**config.mk**
```make
export PLATFORM = sky130hd
export DESIGN_NAME = tree_lookup_ctrl
export DESIGN_NICKNAME = d
export VERILOG_FILES = /design/src/rtl/tree_lookup_ctrl.sv
export SDC_FILE = /design/constraint.sdc
export NUM_CORES = 1
export LEC_CHECK = 0
export CORE_MARGIN = 3
export CORE_UTILIZATION = 52
export DETAILED_ROUTE_END_ITERATION = 10
export PLACE_DENSITY = 0.87
export SYNTH_ARGS = -nofsm -noshare
export SYNTH_HDL_FRONTEND = slang
export SYNTH_SLANG_ARGS = --single-unit
```
**constraint.sdc**
```tcl
create_clock -name clk -period 2.8 [get_ports clk]
set_clock_uncertainty 0.1 [all_clocks]
set_input_delay 0.42 -clock clk [delete_from_list [all_inputs] [get_ports clk]]
set_output_delay 0.42 -clock clk [all_outputs]
set_load 0.02 [all_outputs]
```
**src/rtl/tree_lookup_ctrl.sv**
```systemverilog
// Path lookup sequencer over the synchronous tree node RAM.
// Define TREE_LOOKUP_PERF_CNT_EN to add lookup/miss counters.
module tree_lookup_ctrl #(
  parameter int IDENTIFIER_SIZE = 8,
  parameter int NODE_ADDR_SIZE = 8,
  parameter int MAX_NODES_PER_LEVEL = 4,
  parameter int NODE_SIZE =
    IDENTIFIER_SIZE + NODE_ADDR_SIZE * (MAX_NODES_PER_LEVEL + 1)
) (
  input  logic clk,
  input  logic rst_n,
  input  logic id_valid,
  output logic id_ready,
  input  logic [IDENTIFIER_SIZE-1:0] id_data,
  input  logic id_last,
  output logic mem_rd_en,
  output logic [NODE_ADDR_SIZE-1:0] mem_rd_addr,
  input  logic [NODE_SIZE-1:0] mem_rd_data,
  output logic res_valid,
  input  logic res_ready,
  output logic [NODE_ADDR_SIZE-1:0] res_addr,
  output logic res_found
`ifdef TREE_LOOKUP_PERF_CNT_EN
  ,
  output logic [15:0] cnt_lookups,
  output logic [15:0] cnt_misses
`endif
);

  localparam int KW = $clog2(MAX_NODES_PER_LEVEL + 1);
  localparam int KI =
    (MAX_NODES_PER_LEVEL > 1) ? $clog2(MAX_NODES_PER_LEVEL) : 1;

  typedef enum logic [2:0] {
    IDLE, RD_NODE, LATCH, RD_CHILD, CMP, DRAIN, RESP
  } state_e;

  state_e state_q, state_d;
  logic [NODE_ADDR_SIZE-1:0] cur_addr_q, cur_addr_d;
  logic miss_q, miss_d;
  logic [KW-1:0] k_q, k_d;
  logic [IDENTIFIER_SIZE-1:0] id_q, id_d;
  logic last_q, last_d;
  logic [NODE_ADDR_SIZE-1:0] slot_q [MAX_NODES_PER_LEVEL];
  logic [NODE_ADDR_SIZE-1:0] slot_d [MAX_NODES_PER_LEVEL];
  logic [NODE_ADDR_SIZE-1:0] cur_slot;
  logic k_end;

  // k_end guards the slot index, so the truncated index never aliases
  assign k_end = (k_q == KW'(MAX_NODES_PER_LEVEL));
  assign cur_slot = slot_q[k_q[KI-1:0]];

  always_ff @(posedge clk or negedge rst_n) begin
    if (!rst_n) begin
      state_q <= IDLE;
      cur_addr_q <= '0;
      miss_q <= 1'b0;
      k_q <= '0;
      id_q <= '0;
      last_q <= 1'b0;
      for (int i = 0; i < MAX_NODES_PER_LEVEL; i++)
        slot_q[i] <= '0;
    end else begin
      state_q <= state_d;
      cur_addr_q <= cur_addr_d;
      miss_q <= miss_d;
      k_q <= k_d;
      id_q <= id_d;
      last_q <= last_d;
      slot_q <= slot_d;
    end
  end

  always_comb begin
    state_d = state_q;
    cur_addr_d = cur_addr_q;
    miss_d = miss_q;
    k_d = k_q;
    id_d = id_q;
    last_d = last_q;
    slot_d = slot_q;
    id_ready = 1'b0;
    mem_rd_en = 1'b0;
    mem_rd_addr = '0;
    res_valid = 1'b0;
    res_addr = '0;
    res_found = 1'b0;
    unique case (state_q)
      IDLE: begin
        id_ready = 1'b1;
        if (id_valid) begin
          id_d = id_data;
          last_d = id_last;
          if (id_data == '0 || miss_q) begin
            miss_d = 1'b1;
            state_d = DRAIN;
          end else begin
            state_d = RD_NODE;
          end
        end
      end
      RD_NODE: begin
        mem_rd_en = 1'b1;
        mem_rd_addr = cur_addr_q;
        state_d = LATCH;
      end
      LATCH: begin
        for (int i = 0; i < MAX_NODES_PER_LEVEL; i++)
          slot_d[i] = mem_rd_data[IDENTIFIER_SIZE + i*NODE_ADDR_SIZE
                                  +: NODE_ADDR_SIZE];
        k_d = '0;
        state_d = RD_CHILD;
      end
      RD_CHILD: begin
        if (k_end || cur_slot == '0) begin
          miss_d = 1'b1;
          state_d = DRAIN;
        end else begin
          mem_rd_en = 1'b1;
          mem_rd_addr = cur_slot;
          state_d = CMP;
        end
      end
      CMP: begin
        if (mem_rd_data[IDENTIFIER_SIZE-1:0] == id_q) begin
          cur_addr_d = cur_slot;
          state_d = DRAIN;
        end else begin
          k_d = k_q + KW'(1);
          state_d = RD_CHILD;
        end
      end
      DRAIN: state_d = last_q ? RESP : IDLE;
      RESP: begin
        res_valid = 1'b1;
        res_addr = cur_addr_q;
        res_found = !miss_q;
        if (res_ready) begin
          cur_addr_d = '0;
          miss_d = 1'b0;
          state_d = IDLE;
        end
      end
      default: state_d = IDLE;
    endcase
  end

`ifdef TREE_LOOKUP_PERF_CNT_EN
  logic [15:0] cnt_lookups_q, cnt_misses_q;
  logic resp_hs;

  assign resp_hs = (state_q == RESP) && res_ready;

  always_ff @(posedge clk or negedge rst_n) begin
    if (!rst_n) begin
      cnt_lookups_q <= '0;
      cnt_misses_q <= '0;
    end else if (resp_hs) begin
      if (cnt_lookups_q != 16'hFFFF)
        cnt_lookups_q <= cnt_lookups_q + 16'd1;
      if (miss_q && cnt_misses_q != 16'hFFFF)
        cnt_misses_q <= cnt_misses_q + 16'd1;
    end
  end

  assign cnt_lookups = cnt_lookups_q;
  assign cnt_misses = cnt_misses_q;
`endif

endmodule

```
# After elaboration in Yosys (flattened, before gate mapping)
# Cells that the tools add are included.
[classes]
add_sub_neg = 1
order_cmp = 1
n_eq_ne = 14
n_mux = 28
bitwise_logic = 1
n_reduce_logical = 14
[ops]
columns = ["cell", "n"]
rows = [
  ["8-bit 2-to-1 mux", 6],
  ["8-bit one-hot mux with 2 select lines", 2],
  ["3-bit one-hot mux with 7 select lines", 1],
  ["3-bit 2-to-1 mux", 6],
  ["8-bit binary-select mux with 2-bit select", 1],
  ["8-bit logical NOT", 2],
  ["3-bit == test, second input constant", 4],
  ["2-bit != test, second input constant", 6],
  ["1-bit 2-to-1 mux", 9],
  ["8-bit == test", 1],
  ["3-bit by 2-bit == test with 1-bit output, second input constant", 2],
  ["3-bit one-hot mux with 2 select lines", 1],
  ["2-bit AND reduction", 3],
  ["5-bit AND reduction", 1],
  ["2-bit nonzero test", 2],
  ["3-bit by 1-bit adder with 3-bit output, second input constant", 1],
  ["3-bit by 1-bit == test with 1-bit output, second input constant", 1],
  ["3-bit greater-or-equal comparator, second input constant", 1],
  ["3-bit logical NOT", 1],
  ["2-bit NOT with 3-bit output", 1],
  ["1-bit one-hot mux with 3 select lines", 1],
  ["3-bit AND reduction", 1],
  ["3-bit nonzero test", 1],
  ["1-bit logical OR", 2],
  ["2 further kinds", 2],
]
[word_totals]
register_bits = 56
in_bits = 61
output_inout_bits = 20
word_cells = 69

# Logic depth before layout (Yosys ltp)
[logic_depth]
ltp_word = 8
ltp_mapped = 8
ltp_nobuf = 6

# Worst setup path before layout
# Ideal clock, no wire load.
[synth_path]
path_type = "register to output"
startpoint = "register k_q[1]"
endpoint = "output mem_rd_addr[7]"
arrival_time_ns = 1.692
required_ns = 2.280
setup_slack_ns = 0.588
stages_incl_launch_ff = 9
n_path_buf = 2
cell_sequence = "dfrtp_1 clkbuf_1 inv_1 ha_1 nand2_1 and2_1 clkbuf_1 a21oi_1 nor2_1"
[synth_via]
elab_chain_len = 8
elab_cells_between_ends = 9
classes_between = "eq/ne (1); mux (5); bitwise (1); reduce/logical (2)"
[synth_rtl]
columns = ["item", "line", "text"]
rows = [
  ["start, declared", "41", "logic [KW-1:0] k_q, k_d;"],
  ["start signal, assigned", "67", "k_q <= k_d;"],
  ["2-bit NOT with 3-bit output (not written as such)", "51", "assign cur_slot = slot_q[k_q[KI-1:0]];"],
  ["8-bit binary-select mux with 2-bit select", "51", ""],
  ["8-bit 2-to-1 mux (not written as such) (2 in a row)", "51", ""],
  ["8-bit logical NOT", "115", "if (k_end || cur_slot == '0) begin"],
  ["1-bit logical OR", "115", ""],
  ["8-bit 2-to-1 mux (*)", "115", ""],
  ["8-bit one-hot mux with 2 select lines (*)", "88", "unique case (state_q)"],
  ["end, declared", "17", "output logic [NODE_ADDR_SIZE-1:0] mem_rd_addr,"],
]
# Mark *: on every way between the ends. The rest lies on a longest branch, timed or not. The select of a mux whose other input is x is not followed.

# Worst setup path after layout
[layout_path]
startpoint = "register k_q[0]"
endpoint = "output mem_rd_en"
[layout_via]
elab_chain_len = 8
elab_cells_between_ends = 9
classes_between = "eq/ne (1); mux (5); bitwise (1); reduce/logical (2)"
[layout_rtl]
columns = ["item", "line", "text"]
rows = [
  ["2-bit NOT with 3-bit output (not written as such)", "51", ""],
  ["8-bit binary-select mux with 2-bit select", "51", ""],
  ["8-bit 2-to-1 mux (not written as such) (2 in a row)", "51", ""],
  ["8-bit logical NOT", "115", ""],
  ["1-bit logical OR (*)", "115", ""],
  ["1-bit 2-to-1 mux (*)", "115", ""],
  ["1-bit one-hot mux with 2 select lines (*)", "88", ""],
  ["end, declared", "16", "output logic mem_rd_en,"],
]
# Marks and branches as above.

==> key figures <==
Detailed routing
  – Antenna Nets Post-Route: 0
  – Vias: 2,151
  – Drt pass-1 iters: 4
  – DRC Markers: 0
  – Via density: 5.501
  – Final WL: 6371 um
  – Drt first-iter violations: 84
  – Wirelength per Cell: 16.29 um

Synth
  – Yosys top cell by area: dfrtp_1
  – Avg Cell Area, Syn: 11.93 sq um
  – Ys Warns: 0
  – Most frequent cell after synthesis: dfrtp_1
  – Syn_nets: 305
  – Yosys top cell area share: 48.55%
  – Syn Inst Count: 242
  – Synth area leaders: dfrtp_1 49%, mux2_2 18%, mux4_2 3.9%, nor2b_1 3.5%, mux4_1 2.7%
  – Ys flop type: dfrtp_1
  – Sequential share of the synthesized area: 48.55%
  – Syn Std Cell Area: 2887 sq um
  – Flops & latches, synth: 56
  – Async SR Flop Fraction: 100.0%
  – Netlist cell types: 39
  – Post-synth EDFFs: 0
  – Synth cell count leaders: 56 x dfrtp_1, 46 x mux2_2, 16 x nor2_1, 16 x nor2b_1, 13 x a21oi_1

Setup path
  – Cell at the slowest stage of the critical path: mux4_2
  – Startpoint Class: flip-flop
  – Worst path bufs/invs: 2
  – WS Path Type: reg -> out
  – R2R Setup Slk: 0.64 ns
  – CP max FO: 4
  – Crit path launch: k_q[0]$_DFFE_PN0P_
  – Reg2Reg Depth: 4
  – CP top delay family: multiplexers
  – Critical R2R Launch: state_q[0]$_DFFE_PN0P_
  – Crit-path max cell delay: 0.57 ns
  – CP Capture Type: output port
  – CP required: 2.28 ns
  – RR Endpoint: slot_q[27]$_DFFE_PN0P_
  – Crit-path cells: buf_6, mux4_2, nor4_4, nand2_1, nand2_2, a21oi_2, buf_4
  – CP arrival: 2.19 ns

Global route
  – Initial antenna violation count: 0
  – First-pass GRT wire length: 10,700 um
  – Largest net degree at the start of global routing: 39
  – Total gr overflow: 0
  – GRT Total Usage: 21.71%
  – Vias in the first global route: 2,194

Clocking
  – TritonCTS buffer count: 5
  – Clock Sinks: 56
  – CTS tree: done
  – H-tree depth: 2
  – Root Driver: clkbuf_8
  – Max Root-Sink Buffers: 2
  – Reg clk slew, reported paths: 0.10 ns
  – Worst-Skew Late Latency: 0.33 ns
  – Hold Buf Count CTS: 0

Pwr
  – Sw Share: 37.43%
  – Internal power: 2.565 mW
  – Overall power: 4.099 mW
  – Share of power burned in registers: 36.3%
  – Combinational share of power: 52.5%
  – Clock power share: 11.3%
  – Switch Pwr: 1.534 mW
  – Leak: 1.624 nW
  – Peak VDD IR: 610.9 uV
  – PwrDens: 1063 nW/um^2

STA
  – Relative slew margins: 44.40%
  – Tmin final: 2.708 ns
  – Slew Limit Fails: 0
  – FMAX: 369.3 MHz
  – Final hold vios: 0
  – Final Cycle Share: 96.71%
  – Measured slew at the worst slew-check pin: 0.8340 ns
  – WHS: 0.09064 ns
  – RSZ-0062 raised after global routing: true
  – Fin Setup TNS: 0 ns
  – Number of setup violations in the final report: 0

Floorplan
  – Effective utilization at floorplan: 55.11%
  – Die X: 80.51 um
  – Vert. Die Dim: 80.51 um
  – IO Count: 81
  – Row count: 26
  – Core Region: 5238 sq um
  – Die ar.: 6481 sq um

Job
  – Max Cap Viol: 0

Hold path
  – Min-Delay Path Class: in -> async

Layout
  – Layout area overhead: 33.55%
  – Layout fillers: 383
  – Layout Utilization: 73.60%
  – Nets: 383
  – Ant. Diodes: 0
  – Fraction of layout cells with a size suffix above 1: 27.41%

Outcome
  – Status: complete, no violations

Placed design
  – Final GP Congestion: 0.7747
  – Port bufs: 72
  – Post-DP HPWL: 4796 um
[power groups by stage]
stage / Clock, mW / Sequential [mW] / Combinational (mW)
finish: 0.461 / 1.49 / 2.15
global route: 0.492 / 1.53 / 2.34
CTS: 0.468 / 1.47 / 2.08
detailed placement: 0 / 1.48 / 2.09
global placement: 0 / 1.46 / 2.02
floorplan: 0 / 1.36 / 1.51
[metrics by stage]
stage / setup WS, ns / instances / area, sq um
detailed placement: 0.04598 / 382 / 3735
floorplan: 0.5884 / 242 / 2887
CTS: -0.02050 / 390 / 3831
finish: 0.09220 / 391 / 3855
global placement: 0.06359 / 382 / 3735
global route: 0.003479 / 391 / 3855
[worst max-delay path by stage]
stage / slack [ns] / depth (start not counted) / endpoint
floorplan: 0.59 / 8 / mem_rd_addr[7]
global placement: 0.06 / 7 / mem_rd_en
detailed placement: 0.05 / 7 / mem_rd_en
CTS: -0.02 / 7 / mem_rd_en
global route: 0.003 / 6 / mem_rd_addr[3]
finish: 0.09 / 7 / mem_rd_en
[kinds of logic after synthesis]
| logic type | Yosys count | share of synthesized area, % |
|---|---|---|
| fa+ha+maj | 2 | 0.8668 |
| compound gates | 29 | 6.719 |
| flops | 56 | 48.55 |
| buf+inv | 21 | 3.251 |
| xor+xnor | 8 | 2.427 |
| simple gates | 71 | 13.26 |
| mux | 55 | 24.92 |
[area by class of cell]
cell class,instances,area [sq um],area share [%]
Clock buffer,5,68.82,1.785
Inverter,5,18.77,0.4869
Multi-Input combinational cell,165,1418,36.77
Timing Repair Buffer,87,835.8,21.68
Clock inverter,3,23.77,0.6167
Sequential cell,56,1403,36.38
Tap cell,70,87.58,2.272
[state kept, by name, indices dropped and copies added (netlist names)]
name,flops
k_q,3
miss_q,1
cur_addr_q,8
id_q,8
slot_q,32
state_q,3
last_q,1
[repair_timing]
item,in CTS,in global routing
pin swaps,0,4
gates resized for setup,15,9
setup buffers,0,1
setup endpoints to repair,9,2
[metal layers]
layer / vias up / part of all wire, % / GRT usage (%) / wire length, um
li1: 1022 / - / - / -
met1: 1067 / 44 / 28.42 / 2807
met2: 52 / 50 / 35.51 / 3187
met3: 10 / 4.0 / 4.484 / 258
met4: 0 / 1.9 / 8.108 / 118
met5: - / 0 / 0 / 0
[cell usage in the layout, fill, tap and decap left out, types with 3 or more instances in the layout]
master           instances
buf_4                   13
a22o_1                   3
mux2_2                  46
mux4_2                   7
nand2_1                  9
a21oi_1                 12
xnor2_1                  8
dfrtp_1                 55
nor2b_1                 15
dlygate4sd2_1            8
clkbuf_8                 5
o21ai_0                  3
nor2_1                  16
nand3_1                  4
inv_1                    5
and3_1                   8
clkdlybuf4s50_1         62
(Power assumes the default switching activity.)
